--- src/rtl/password_vault_pkg.sv ---
// Shared types and constants for the password vault: FSM states, entry kinds
// and the power-on password value.
package password_pkg;

  typedef enum logic [1:0] {
    S_IDLE    = 2'd0,
    S_ENTRY   = 2'd1,
    S_LOCKOUT = 2'd2
  } state_e;

  typedef enum logic {
    KIND_VERIFY = 1'b0,
    KIND_PROG   = 1'b1
  } kind_e;

  // Replicated across the full password width by the vault.
  localparam logic DEFAULT_PW_BIT = 1'b0;

endpackage

--- src/rtl/password_vault_lockout_timer.sv ---
// Down-counter that holds the vault in lockout for LOCK_CYCLES clocks after a
// start request; last_o flags the final lockout cycle.
module lockout_timer #(
  parameter int LOCK_CYCLES = 16
) (
  input  logic clk,
  input  logic rst,
  input  logic start_i,
  output logic active_o,
  output logic last_o
);

  localparam int CW = $clog2(LOCK_CYCLES + 1);

  logic [CW-1:0] cnt_q, cnt_d;

  always_comb begin
    cnt_d = cnt_q;
    if (start_i) begin
      cnt_d = CW'(LOCK_CYCLES);
    end else if (cnt_q != '0) begin
      cnt_d = cnt_q - CW'(1);
    end
  end

  always_ff @(posedge clk) begin
    if (!rst) begin
      cnt_q <= '0;
    end else begin
      cnt_q <= cnt_d;
    end
  end

  assign active_o = (cnt_q != '0);
  assign last_o   = (cnt_q == CW'(1));

endmodule

--- src/rtl/password_vault.sv ---
// Keypad password store: collects digits MSB-first, verifies or programs the
// stored password, and locks out after MAX_TRIES consecutive failures.
module password_vault
  import password_pkg::*;
#(
  parameter int DIGIT_W     = 4,
  parameter int DIGITS      = 4,
  parameter int MAX_TRIES   = 3,
  parameter int LOCK_CYCLES = 16
) (
  input  logic                             clk,
  input  logic                             rst,
  input  logic [DIGIT_W-1:0]               digit_in,
  input  logic                             digit_valid,
  input  logic                             prog_req,
  input  logic                             clear,
  input  logic                             relock,
  output logic                             open,
  output logic                             match_pulse,
  output logic                             fail_pulse,
  output logic                             prog_done,
  output logic                             locked,
  output logic [$clog2(DIGITS+1)-1:0]      entry_cnt,
  output logic [$clog2(MAX_TRIES+1)-1:0]   tries_left
);

  localparam int PW    = DIGITS * DIGIT_W;
  localparam int CNT_W = $clog2(DIGITS + 1);
  localparam int TRY_W = $clog2(MAX_TRIES + 1);

  state_e             state_q, state_d;
  kind_e              kind_q, kind_d;
  logic [PW-1:0]      stored_q, stored_d;
  logic [PW-1:0]      entry_q, entry_d;
  logic [CNT_W-1:0]   cnt_q, cnt_d;
  logic [TRY_W-1:0]   tries_q, tries_d;
  logic               open_q, open_d;
  logic               match_q, match_d;
  logic               fail_q, fail_d;
  logic               prog_done_q, prog_done_d;

  logic               complete;
  logic [PW-1:0]      done_entry;
  kind_e              done_kind;
  logic               lock_start;
  logic               tmr_active, tmr_last;

  lockout_timer #(.LOCK_CYCLES(LOCK_CYCLES)) u_timer (
    .clk      (clk),
    .rst      (rst),
    .start_i  (lock_start),
    .active_o (tmr_active),
    .last_o   (tmr_last)
  );

  // NOTE: every signal assigned here gets a default first so no path leaves
  // it unassigned, which would otherwise infer a latch.
  always_comb begin
    state_d     = state_q;
    kind_d      = kind_q;
    stored_d    = stored_q;
    entry_d     = entry_q;
    cnt_d       = cnt_q;
    tries_d     = tries_q;
    open_d      = open_q;
    match_d     = 1'b0;
    fail_d      = 1'b0;
    prog_done_d = 1'b0;
    complete    = 1'b0;
    done_entry  = '0;
    done_kind   = kind_q;
    lock_start  = 1'b0;

    unique case (state_q)
      S_IDLE: begin
        if (digit_valid && !clear) begin
          entry_d = PW'(digit_in);
          cnt_d   = CNT_W'(1);
          kind_d  = (prog_req && open_q) ? KIND_PROG : KIND_VERIFY;
          state_d = S_ENTRY;
          if (DIGITS == 1) begin
            complete   = 1'b1;
            done_entry = entry_d;
            done_kind  = kind_d;
          end
        end
      end
      S_ENTRY: begin
        if (clear) begin
          entry_d = '0;
          cnt_d   = '0;
          state_d = S_IDLE;
        end else if (digit_valid) begin
          entry_d = (entry_q << DIGIT_W) | PW'(digit_in);
          cnt_d   = cnt_q + CNT_W'(1);
          if (cnt_q == CNT_W'(DIGITS - 1)) begin
            complete   = 1'b1;
            done_entry = entry_d;
          end
        end
      end
      S_LOCKOUT: begin
        if (tmr_last) begin
          state_d = S_IDLE;
          tries_d = TRY_W'(MAX_TRIES);
        end
      end
      default: state_d = S_IDLE;
    endcase

    if (complete) begin
      entry_d = '0;
      cnt_d   = '0;
      state_d = S_IDLE;
      if (done_kind == KIND_PROG) begin
        // A program entry only commits if the vault stayed open throughout.
        if (open_q) begin
          stored_d    = done_entry;
          prog_done_d = 1'b1;
        end
      end else if (done_entry == stored_q) begin
        match_d = 1'b1;
        open_d  = 1'b1;
        tries_d = TRY_W'(MAX_TRIES);
      end else begin
        fail_d  = 1'b1;
        tries_d = tries_q - TRY_W'(1);
        if (tries_q == TRY_W'(1)) begin
          state_d    = S_LOCKOUT;
          lock_start = 1'b1;
          open_d     = 1'b0;
        end
      end
    end

    if (relock) begin
      open_d = 1'b0;
    end
  end

  // NOTE: state registers use non-blocking assignments so every register
  // samples the pre-edge values regardless of statement order.
  always_ff @(posedge clk) begin
    if (!rst) begin
      state_q     <= S_IDLE;
      kind_q      <= KIND_VERIFY;
      stored_q    <= {PW{DEFAULT_PW_BIT}};
      entry_q     <= '0;
      cnt_q       <= '0;
      tries_q     <= TRY_W'(MAX_TRIES);
      open_q      <= 1'b0;
      match_q     <= 1'b0;
      fail_q      <= 1'b0;
      prog_done_q <= 1'b0;
    end else begin
      state_q     <= state_d;
      kind_q      <= kind_d;
      stored_q    <= stored_d;
      entry_q     <= entry_d;
      cnt_q       <= cnt_d;
      tries_q     <= tries_d;
      open_q      <= open_d;
      match_q     <= match_d;
      fail_q      <= fail_d;
      prog_done_q <= prog_done_d;
    end
  end

  assign open        = open_q;
  assign match_pulse = match_q;
  assign fail_pulse  = fail_q;
  assign prog_done   = prog_done_q;
  assign locked      = tmr_active;
  assign entry_cnt   = cnt_q;
  assign tries_left  = tries_q;

endmodule

--- config.mk ---
export PLATFORM = sky130hd
export DESIGN_NAME = password_vault
export DESIGN_NICKNAME = d
export VERILOG_FILES = /design/src/rtl/password_vault_pkg.sv /design/src/rtl/password_vault_lockout_timer.sv /design/src/rtl/password_vault.sv
export SDC_FILE = /design/constraint.sdc
export NUM_CORES = 1
export LEC_CHECK = 0
export ABC_AREA = 1
export ABC_CLOCK_PERIOD_IN_PS = 4500
export CORE_ASPECT_RATIO = 1.2
export CORE_MARGIN = 2
export CORE_UTILIZATION = 30
export CTS_CLUSTER_DIAMETER = 120
export CTS_CLUSTER_SIZE = 8
export DETAILED_ROUTE_END_ITERATION = 7
export SLEW_MARGIN = 20
export SYNTH_ARGS = -nofsm -noshare
export SYNTH_HDL_FRONTEND = slang
export SYNTH_SLANG_ARGS = --single-unit
--- constraint.sdc ---
create_clock -name clk -period 4.5 [get_ports clk]
set_clock_uncertainty 0.2 [all_clocks]
set_input_delay 0.9 -clock clk [delete_from_list [all_inputs] [get_ports clk]]
set_output_delay 0.9 -clock clk [all_outputs]
set_load 0.005 [all_outputs]
; ---- Yosys cells after proc, flatten, opt, wreduce, memory -nomap -nowiden
; Index checks and enable logic that the tools add are counted.
; W data, S select, Z words.
[totals]
reg_bits = 45
latchBits = 0
ramBits = 0
rom_bits = 0
inputBits = 10
memories = 0
[op_classes]
n_addsub = 3
multipliers = 0
div_mod_pow = 0
magnitude_cmp = 0
n_eq_ne = 11
shift = 0
mux = 41
bitwise = 4
reduce_logical = 18
[op_table]
columns = op, count
row1 = $mux W16, 4
row2 = $mux W12, 3
row3 = $mux W2, 12
row4 = $pmux W12 S2, 1
row5 = $eq A16 B16 Y1, 1
row6 = $or A16 B4 Y16, 1
row7 = $reduce_and A3 Y1, 5
row8 = $mux W1, 14
row9 = $ne A3 B3 Y1 const B, 4
row10 = $mux W5, 2
row11 = $mux W3, 3
row12 = $pmux W2 S3, 1
row13 = $pmux W3 S2, 1
row14 = $reduce_bool A2 Y1, 3
row15 = $reduce_or A2 Y1, 3
row16 = $eq A5 B1 Y1 const B, 1
row17 = $reduce_bool A5 Y1, 1
row18 = $sub A5 B1 Y5 const B, 1
row19 = $eq A2 B1 Y1 const B, 2
row20 = $add A3 B1 Y3 const B, 1
row21 = $eq A3 B2 Y1 const B, 1
row22 = $not A1 Y1, 3
row23 = $reduce_or A3 Y1, 1
row24 = $eq A2 B2 Y1 const B, 1
row25 = other kinds (6), 7

; ---- Logic depth before layout (Yosys ltp)
[depth]
word_depth = 10
depth_mapped = 15

; ---- Hierarchy
; Synthesis repeated with hierarchy kept, for this count alone.
[hier_totals]
hier_cells = 331
area_unflattened_um2 = 2248.4
[modules_own_cells]
columns = module, n_inst, cells_per_inst, area_per_inst_um2, seq_area_each_um2
row1 = password_vault, 1, 292, 1968.1, 800.8
row2 = lockout_timer, 1, 39, 280.3, 100.1

; ---- Worst setup path after synthesis
; OpenSTA, ideal clock, no wires.
[synth_path]
path_type = input to register
startpoint = input port digit_valid
endpoint = register u_timer.cnt_q[2]
setup_time_ns = 0.062
t_arrival_ns = 2.004
required_ns = 4.238
path_slack_ns = 2.233
path_stages = 13
path_buffers = 1
path_cell_list = nand2_1 -> nor2_4 -> buf_2 -> nand3_1 -> nand2_1 -> nand2_1 -> nor2_1 -> nand2_1 -> nor2_2 -> nand2_2 -> nand2_2 -> nand2_4 -> nor2_2
[synth_between]
elab_chain_cells = 8
elab_cells_between_ends = 11
classes_between = eq/ne: 1 / mux: 9 / reduce/logical: 1
[synth_lines]
columns = element, line_no
row1 = "start, declared", password_vault.sv:14  ; input logic digit_valid,
row2 = $mux W16, password_vault.sv:93  ; end else if (digit_valid) begin
row3 = $mux W16, password_vault.sv:89  ; if (clear) begin
row4 = $mux W16, password_vault.sv:74  ; unique case (state_q)
row5 = $eq A16 B16 Y1, password_vault.sv:121  ; end else if (done_entry == stored_q) begin
row6 = $mux W1, password_vault.sv:121
row7 = $mux W1, password_vault.sv:115  ; if (done_kind == KIND_PROG) begin
row8 = $mux W1 (*), password_vault.sv:111  ; if (complete) begin
row9 = $reduce_or A2 Y1 (no line) (*), --
row10 = "end signal, assigned", password_vault_lockout_timer.sv:30  ; cnt_q <= cnt_d;
row11 = "end, declared", password_vault_lockout_timer.sv:15  ; logic [CW-1:0] cnt_q, cnt_d;
; Every way passes the cells marked *; elsewhere a longest branch is shown, timed or not.
; A chain may end at the register's enable or synchronous reset.

; ---- Final worst setup path
[layout_path]
startpoint = input port digit_valid
endpoint = register u_timer.cnt_q[0]
; Same word-level chain as after synthesis.

==> out/results.ini <==
[clocking]
cts_tree = done
clock-sinks = 45
cts_setup_buffers = 0
clk_path_buf_depth = 2
clk_pin_slew_worst_paths_ns = 0.09
cts_buffers = 5
clock_latency_ns = 0.30
cts_resized = 0
cts_max_level = 2
cts_hold_buf = 0
clockRootBuffer = clkbuf_8

[power_and_ir_drop]
clkPwrFrac_pct = 34.0
switching_share_pct = 27.9
power_leakage_nw = 0.969
peakVddDrop_uv = 153
powerDensity_nw_per_um2 = 361
internal-power_w = 0.000675
pwr-share-seq_pct = 47.5
p_comb_share_pct = 18.5
switching_power_w = 0.000261

[yosys]
ys_ff_latch = 45
seq_area_frac_synth_pct = 40.5
synth.area.top_cells = dfxtp_1, nand2_1, nand3_1, inv_1, a21oi_1
synthMuxAreaShare_pct = 0
synth_compound_area_share_pct = 14.9
syn_area_per_cell_um2 = 7.15
synthCells = 311
synth.distinct_cells = 28
synth-simple-area-share_pct = 30.3
yosys.area.top_type = dfxtp_1
syn_area_um2 = 2220
synth_top_area_share_pct = 40.5
synth-xor-area-share_pct = 0.788
synthAdderAreaFrac_pct = 2.81
synth_top_family_by_area = simple AND/OR/NAND/NOR gates
synth_nets = 326
ys_warn_count = 0

[grt]
grt_pass1_vias = 1841
grt_max_degree = 37
grt_pass1_wl_um = 8790
track_usage_pct = 13.9
grt_overflow_total = 0
antenna_found_initial = 0

[critical_path]
cp.required_ns = 4.55
cp-start-kind = input pin
crit_arrival_ns = 3.03
end_kind = register
rr_startpoint = entry_cnt[0]$_SDFFE_PP0P_
crit_fanout = 18
r2r_slack_ns = 1.93
path_class = input pin to register
regToRegEndpoint = u_timer.cnt_q[0]$_SDFFE_PP0P_
reg2reg_depth = 15

[timing]
setup_viol_count_final = 0
tightest_slew_ns = 0.783
setup_tns_ns = 0
slew_headroom_pct = 47.6
hold_ws_ns = 0.276
rsz0062_at_grt = false
min_period_ns = 2.98
fmax_mhz = 336
drv_slew = 0
period_share_pct = 66.2
hold_viol = 0

[place]
port_buffers = 19
gp_congestion = 0.798
hpwl_um = 3660

[drt]
drt-total-wl_um = 5120
drt_first_iter_violations = 154
firstDrtPassIters = 5
vias = 2003
postRouteAntennaNets = 0
drc = 0
via_per_inst = 4.81
wl_per_cell_um = 12.3

[layout]
area.growth.synth_to_final_pct = 16.5
final_common_cell = nand2_1
nets = 340
layout_common_cells = nand2_1, dfxtp_1, inv_1
drive_gt1_share_pct = 8.28
diodes = 0

[die]
dieArea_um2 = 8120
row_count = 34
die_h_um = 98.3
start_util_pct = 30.7
fp.dieW_um = 82.6
core-area_um2 = 7230
io_pins = 20

[run_status]
outcome = finished, final reports clean

[job]
cap_violations = 0

[hold_path]
holdPathEnd = stored_q[2]$_SDFFE_PN0P_
min_from = stored_q[2]$_SDFFE_PN0P_
worst_hold_path.num_cells = 2
hold_class = register to register

registers in the layout (all words and copies together) (netlist names):
register	cells
prog_done	1
stored_q	16
entry_cnt	3
done_kind	1
match_pulse	1
entry_q	12
open	1
tries_left	2
u_timer.cnt_q	5
fail_pulse	1
state_q	2
power by group through the flow:
stage | Combinational [W] | Sequential (W) | Clock (W)
6_report | 0.000173 | 0.000444 | 0.000318
5_1_grt | 0.000202 | 0.000448 | 0.000346
4_1_cts | 0.000175 | 0.000444 | 0.000327
3_5_place_dp | 0.000173 | 0.000453 | 0
3_3_place_gp | 0.000173 | 0.000453 | 0
2_1_floorplan | 0.000125 | 0.000447 | 0
how the worst max path moves through the flow:
stage | from | to
2_1_floorplan | digit_valid | u_timer.cnt_q[2]$_SDFFE_PP0P_
3_3_place_gp | rst | tries_left[0]$_SDFF_PN1_
3_5_place_dp | digit_valid | u_timer.cnt_q[3]$_SDFFE_PP0P_
4_1_cts | digit_valid | u_timer.cnt_q[1]$_SDFFE_PP0P_
5_1_grt | digit_valid | u_timer.cnt_q[1]$_SDFFE_PP0P_
6_report | digit_valid | u_timer.cnt_q[0]$_SDFFE_PP0P_
Yosys cell counts (all sizes together):
master and instances:
a21oi 28, or4 1, a211oi 10, clkbuf 5, a21boi 1, nand3 35, dfxtp 45, buf 9
nor4 1, ha 5, clkinv 1, nand4 17, nand2 57, nor3 4, o21ai 21, nor2 25
or2 1, xor2 2, inv 43
area by class of cell:
type,instances,area [um^2]
clock buffer,6,82.6
clock inverter,2,37.5
fill,750,4640
inverter,44,165
multi-input combinational,208,1090
sequential,45,901
tap,90,113
timing repair buffer,21,205
metal layers:
| layer | GRT usage (%) | routed length, um | part of all wire [%] |
|---|---|---|---|
| met4 | 5.42 | 83 | 1.6 |
| met3 | 2.59 | 223 | 4.4 |
| met5 | 0 | 0 | 0 |
| met2 | 22.0 | 2410 | 47 |
| met1 | 18.4 | 2400 | 47 |
through the flow:
stage | power (W) | cell area [um^2] | utilization (%) | setup WS (ns) | instances
6_report | 0.000936 | 2590 | 35.8 | 1.52 | 416
3_3_place_gp | 0.000627 | 2470 | 34.2 | 1.20 | 408
5_1_grt | 0.000996 | 2590 | 35.8 | 1.28 | 416
4_1_cts | 0.000946 | 2590 | 35.8 | 1.51 | 416
3_5_place_dp | 0.000627 | 2470 | 34.2 | 1.18 | 408
2_1_floorplan | 0.000572 | 2220 | - | 2.23 | 311
logic make-up after synthesis:
kind of cell / Yosys count
AND/OR/NAND/NOR: 141
AO/OA/AOI/OAI: 60
buffers and inverters: 58
flip-flops: 45
adder cells (fa/ha/maj): 5
XOR/XNOR: 2
worst max-delay path, stage by stage:
cell             delay, ns
clkdlybuf4s50_1       0.48
nand2_1               0.09
nor2_4                0.33
buf_4                 0.28
nand3_1               0.09
nand2_1               0.09
nand2_1               0.05
nor2_1                0.12
nand2_1               0.08
nor2_2                0.13
nand2_2               0.09
nand2_2               0.11
nand2_4               0.08
nor2_2                0.10
Note: power is estimated with default switching activity, not from simulation.
==> patch 1 (same settings) <==
`LOCK_CYCLES` is set to 16 in 2 places; all go to 8.
--- a/src/rtl/password_vault_lockout_timer.sv
+++ b/src/rtl/password_vault_lockout_timer.sv
@@ -1,7 +1,7 @@
 // Down-counter that holds the vault in lockout for LOCK_CYCLES clocks after a
 // start request; last_o flags the final lockout cycle.
 module lockout_timer #(
-  parameter int LOCK_CYCLES = 16
+  parameter int LOCK_CYCLES = 8
 ) (
   input  logic clk,
   input  logic rst,
--- a/src/rtl/password_vault.sv
+++ b/src/rtl/password_vault.sv
@@ -6,7 +6,7 @@
   parameter int DIGIT_W     = 4,
   parameter int DIGITS      = 4,
   parameter int MAX_TRIES   = 3,
-  parameter int LOCK_CYCLES = 16
+  parameter int LOCK_CYCLES = 8
 ) (
   input  logic                             clk,
   input  logic                             rst,
Check against the original RTL: no difference found for any inputs over 10 cycles, from zero or initial values and one cycle with rst low; that may be too few to reach the edited logic, so the function may still have changed.
==> patch 1 against the unedited design <==
Register-to-register slack better by 0.16 ns; die area is 2.9% lower; maximum frequency is 0.68% higher; non-clock buffer count is 1 higher; total power is 9.6% lower; setup slack better by 0.020 ns; area after synthesis is 3.0% lower; global-route usage is 1.1 points lower; count of clock-buffer cells in the layout is 2 higher; wire length is 6.4% lower; first-iteration DRC count is 7.8% lower; sequential share of layout area is 0.49 points higher; sequential cell count is 1 lower; cell area is 3.6% lower.
==> patch 1: results (changes against the unedited design) <==
synthesis:
  syn_inst: 309  # -0.64%
  syn_nets: 325  # -0.31%
  synth_common_cells: "nand2_1 (63), dfxtp_1 (44), a21oi_1 (37), nand3_1 (31), inv_1 (30)"
  synthXorXnorAreaFrac_pct: 0.813  # +0.025 points
  synth_top_cells_by_area: "dfxtp_1 (41%), nand2_1 (11%), a21oi_1 (8.6%), nand3_1 (7.2%), inv_1 (5.2%)"
  yosysSeqAreaShare_pct: 40.9  # +0.34 points
  synth.distinct_cells: 26  # -7.1%
  synthAdderAreaFrac_pct: 3.48  # +0.67 points
critical_path:
  r2r_end: "u_timer.cnt_q[2]"
  path_delay_family: "buffers and inverters"
  slowest_stage: "a21oi_2"
  regToRegSetupSlack_ns: 2.09  # +0.16 ns
  crit_fanout: 16  # -2
  critPathMaxStageDelay_ns: 0.57  # +0.09 ns
  worstPathArrival_ns: 2.92  # -0.11 ns
grt:
  grtUsageMet1_pct: 17.0  # -1.4 points
  grt_pass1_vias: 1776  # -3.5%
  grt_pass1_wl_microns: 8110  # -7.8%
  met2_usage_pct: 20.2  # -1.8 points
  met3_usage_pct: 2.24  # -0.35 points
  grt_usage_pct: 12.8  # -1.1 points
finish:
  drive_above_1_share_pct: 5.85  # -2.4 points
  largestRegisters: "stored_q x16, entry_q x12, u_timer.cnt_q x4"
  final.fill_count: 710  # -5.3%
  diodes: 0  # unchanged
routing:
  met1_length_microns: 2360  # -1.6%
  dr_wl_met3_microns: 145  # -35%
  drt-initial-drc-count: 142  # -7.8%
  finalWirelength_microns: 4790  # -6.4%
  avgRoutedWirePerCell_microns: 11.6  # -5.5%
  dr.pass1.iters: 4  # -1
  wl_met2_microns: 2200  # -8.9%
  vias_per_cell: 4.90  # +1.7%
placement:
  hpwl_microns: 3300  # -9.8%
  gp_congestion: 0.784  # -1.7%
  dpl_cell_area_sq_mm: 0.00241  # -2.5%
  dp_slack_ns: 1.22  # +0.0404 ns
  dp_cells: 404  # -0.98%
min_path:
  hold_end: "stored_q[4]"
  hp-start: "stored_q[4]"
clock_tree:
  clk_path_buf_depth: 2  # unchanged
power:
  irDropWorstVdd_mv: 0.130  # -15%
  p_int_uw: 608  # -9.9%
  cellLeakagePower_nw: 0.955  # -1.5%
sta:
  worstMarginPinSlew_ns: 0.740  # -0.0432 ns
  whs_ns: 0.269  # -0.00725 ns
status:
  status: "completed"
patch 1: changes by cell type after synthesis, moves of 2 or more:
cell      unedited run  this run
a211oi_1            10         2
inv_1               40        30
nor2_1              16        25
nor2_2               7         3
nand2_1             54        63
nor3_1               4         6
o21ai_0             21        19
a21oi_1             27        37
nand3_1             35        31
inv_2                3         1
patch 1: cell families (layout without fill, tap and decap cells):
family	count (synthesis)	in the layout
AO/OA/AOI/OAI	60	60
flip-flops	44	44
buffers and inverters	47	63
AND/OR/NAND/NOR	150	150
XOR/XNOR	2	2
adder cells (fa/ha/maj)	6	6
patch 1: worst max path at each step:
| stage | start | endpoint | slack (ns) | cells after the start |
|---|---|---|---|---|
| CTS | clear | entry_q[0] | 1.55 | 6 |
| global route | clear | entry_q[0] | 1.34 | 6 |
| finish | clear | entry_q[1] | 1.54 | 6 |
| global placement | clear | entry_q[1] | 1.24 | 6 |
| detailed placement | clear | entry_q[0] | 1.22 | 6 |
| floorplan | digit_valid | u_timer.cnt_q[0] | 2.23 | 13 |
patch 1: final cells by class:
class	instances	area, sq um	share of cell area, %
Tap cell	87	109	4.36
Timing Repair Buffer	22	213	8.52
Clock buffer	8	90.1	3.61
Inverter	33	124	4.96
Multi-Input combinational cell	218	1080	43.3
Sequential cell	44	881	35.3
patch 1: worst min-delay path: cells and delay by family, from the launching register on:
family	cells	cell delay, ns
AO/OA/AOI/OAI	1	0.05
flip-flops	1	0.31
buffers and inverters	1	0.06
patch 1: power by group through the flow:
stage	Clock [mW]	Combinational [mW]	Sequential [mW]
2_1_floorplan	0	0.117	0.433
6_report	0.255	0.163	0.428
4_1_cts	0.262	0.165	0.429
3_3_place_gp	0	0.161	0.438
5_1_grt	0.280	0.189	0.432
3_5_place_dp	0	0.164	0.438
==> patch 2 (config.mk and constraints unchanged) <==
Without the edit above. Reset style: asynchronous (`rst`), changed in 2 clocked blocks.
--- a/src/rtl/password_vault_lockout_timer.sv
+++ b/src/rtl/password_vault_lockout_timer.sv
@@ -23,7 +23,7 @@
     end
   end
 
-  always_ff @(posedge clk) begin
+  always_ff @(posedge clk or negedge rst) begin
     if (!rst) begin
       cnt_q <= '0;
     end else begin
--- a/src/rtl/password_vault.sv
+++ b/src/rtl/password_vault.sv
@@ -140,7 +140,7 @@
 
   // NOTE: state registers use non-blocking assignments so every register
   // samples the pre-edge values regardless of statement order.
-  always_ff @(posedge clk) begin
+  always_ff @(posedge clk or negedge rst) begin
     if (!rst) begin
       state_q     <= S_IDLE;
       kind_q      <= KIND_VERIFY;
Formal check against the unedited RTL: differs if rst is asserted again (counterexample within 4 cycles, from zero or initial values and one cycle with rst low); with rst held inactive, the same outputs for 10 cycles.
==> patch 2 against the unedited design <==
Combinational power is 45% lower; wire length down 5.4%; worst hold slack improved by 0.036 ns; total power shrank 10%; sequential cell count unchanged; cell area rose by 4.5%; area after synthesis increased by 4.0%; setup slack got worse by 0.24 ns; register-to-register slack worse by 0.20 ns.
==> patch 2: results (changes against the unedited design) <==
critical_path:
  crit_fanout: 34  # +16
  slowest_stage: "nor2_4"
  worst-r2r-cell-count: 9  # -6
  r2r_end: "u_timer.cnt_q[2]"
  worstPathArrival_ns: 3.19  # +0.16 ns
  worstReg2RegStart: "entry_cnt[0]"
  critPathMaxStageDelay_ns: 0.57  # +0.09 ns
  regToRegSetupSlack_ns: 1.73  # -0.20 ns
power:
  irDropWorstVdd_mv: 0.286  # +87%
  cellLeakagePower_nw: 1.29  # +34%
synthesis:
  synth.distinct_cells: 23  # -18%
  synth_async_sr_flop_share_pct: 100  # +100 points
  yosysSeqAreaShare_pct: 48.8  # +8.3 points
  synth_common_cells: "nand2_1 (73), inv_1 (54), dfrtp_1 (43), nand3_1 (23), o21ai_0 (19)"
  syn_nets: 309  # -5.2%
  synth_top_cells_by_area: "dfrtp_1 (47%), nand2_1 (12%), inv_1 (8.8%), nand3_1 (5.0%), nand4_1 (4.9%)"
  synth_ff_type: "dfrtp_1"
finish:
  drive_above_1_share_pct: 5.71  # -2.6 points
  stdcell_count: 407  # -2.2%
  final_nets: 329  # -3.2%
  final.fill_count: 811  # +8.1%
routing:
  vias: 1917  # -4.3%
  dr.pass1.iters: 4  # -1
  drt-initial-drc-count: 119  # -23%
grt:
  grt_pass1_wl_microns: 8520  # -3.1%
  grt_usage_pct: 12.4  # -1.5 points
sta:
  whs_ns: 0.312  # +0.0362 ns
  fin_tns_setup_ns: 0  # unchanged
  worstMarginPinSlew_ns: 0.724  # -0.0591 ns
placement:
  gp_congestion: 0.784  # -1.8%
  hpwl_microns: 3320  # -9.2%
status:
  status: "completed"
min_path:
  hold_end: "stored_q[2]"
  hp-start: "stored_q[2]"
[patch 2: changes by cell type after synthesis, sizes merged, moves of 11 or more]
cell | unedited run | this run
a21oi | 28 | 5
dfrtp | 0 | 43
dfxtp | 45 | 0
inv | 43 | 54
nand2 | 57 | 74
nand3 | 35 | 23
[patch 2: cell type report]
type	count	share of cell area, %
Inverter	54	7.49
Multi-Input combinational cell	185	34.2
Tap cell	92	4.25
Timing Repair Buffer	23	8.04
Sequential cell	45	41.7
Clock buffer	7	3.19
Clock inverter	1	1.11
[patch 2: how the worst max path moves through the flow]
stage / from / end / slack [ns]
4_1_cts: digit_valid / u_timer.cnt_q[2] / 1.27
3_3_place_gp: digit_valid / u_timer.cnt_q[2] / 1.03
6_report: digit_valid / u_timer.cnt_q[2] / 1.28
2_1_floorplan: digit_valid / state_q[1] / 2.23
5_1_grt: digit_valid / u_timer.cnt_q[2] / 1.03
3_5_place_dp: digit_valid / u_timer.cnt_q[4] / 0.96
[patch 2: per-layer routing]
metal	share of wire [%]	vias up	track usage (%)
li1	-	991	-
met1	48	890	16.4
met2	48	30	20.5
met3	2.4	6	2.14
met4	1.5	0	4.84
met5	0	-	0
[patch 2: stage by stage]
step / power [mW] / setup slack [ns] / instance area [sq um]
after global placement: 0.535 / 1.03 / 2590
after floorplan: 0.491 / 2.23 / 2310
final: 0.842 / 1.28 / 2710
after global routing: 0.883 / 1.03 / 2710
after detailed placement: 0.536 / 0.959 / 2590
after CTS: 0.857 / 1.27 / 2710
[patch 2: logic make-up after synthesis]
family          Yosys count  synth area share [%]
fa+ha+maj                 5                  2.71
compound gates           41                  10.2
xor+xnor                  2                 0.758
simple gates            137                  26.5
buf+inv                  64                  11.1
flops                    45                  48.8
[patch 2: power by group]
group	total (mW)	internal, mW	switching (mW)	leakage [nW]
clock network	0.316	0.181	0.135	0.0585
registers	0.431	0.419	0.0121	0.612
logic	0.0953	0.0363	0.0590	0.624
total	0.842	0.637	0.206	1.29
[patch 2: critical path, delay by kind of cell]
family | cells | cell delay, ns
and+or+nand+nor | 5 | 1.51
buffers and inverters | 2 | 0.64
AOI/OAI and AO/OA | 1 | 0.13
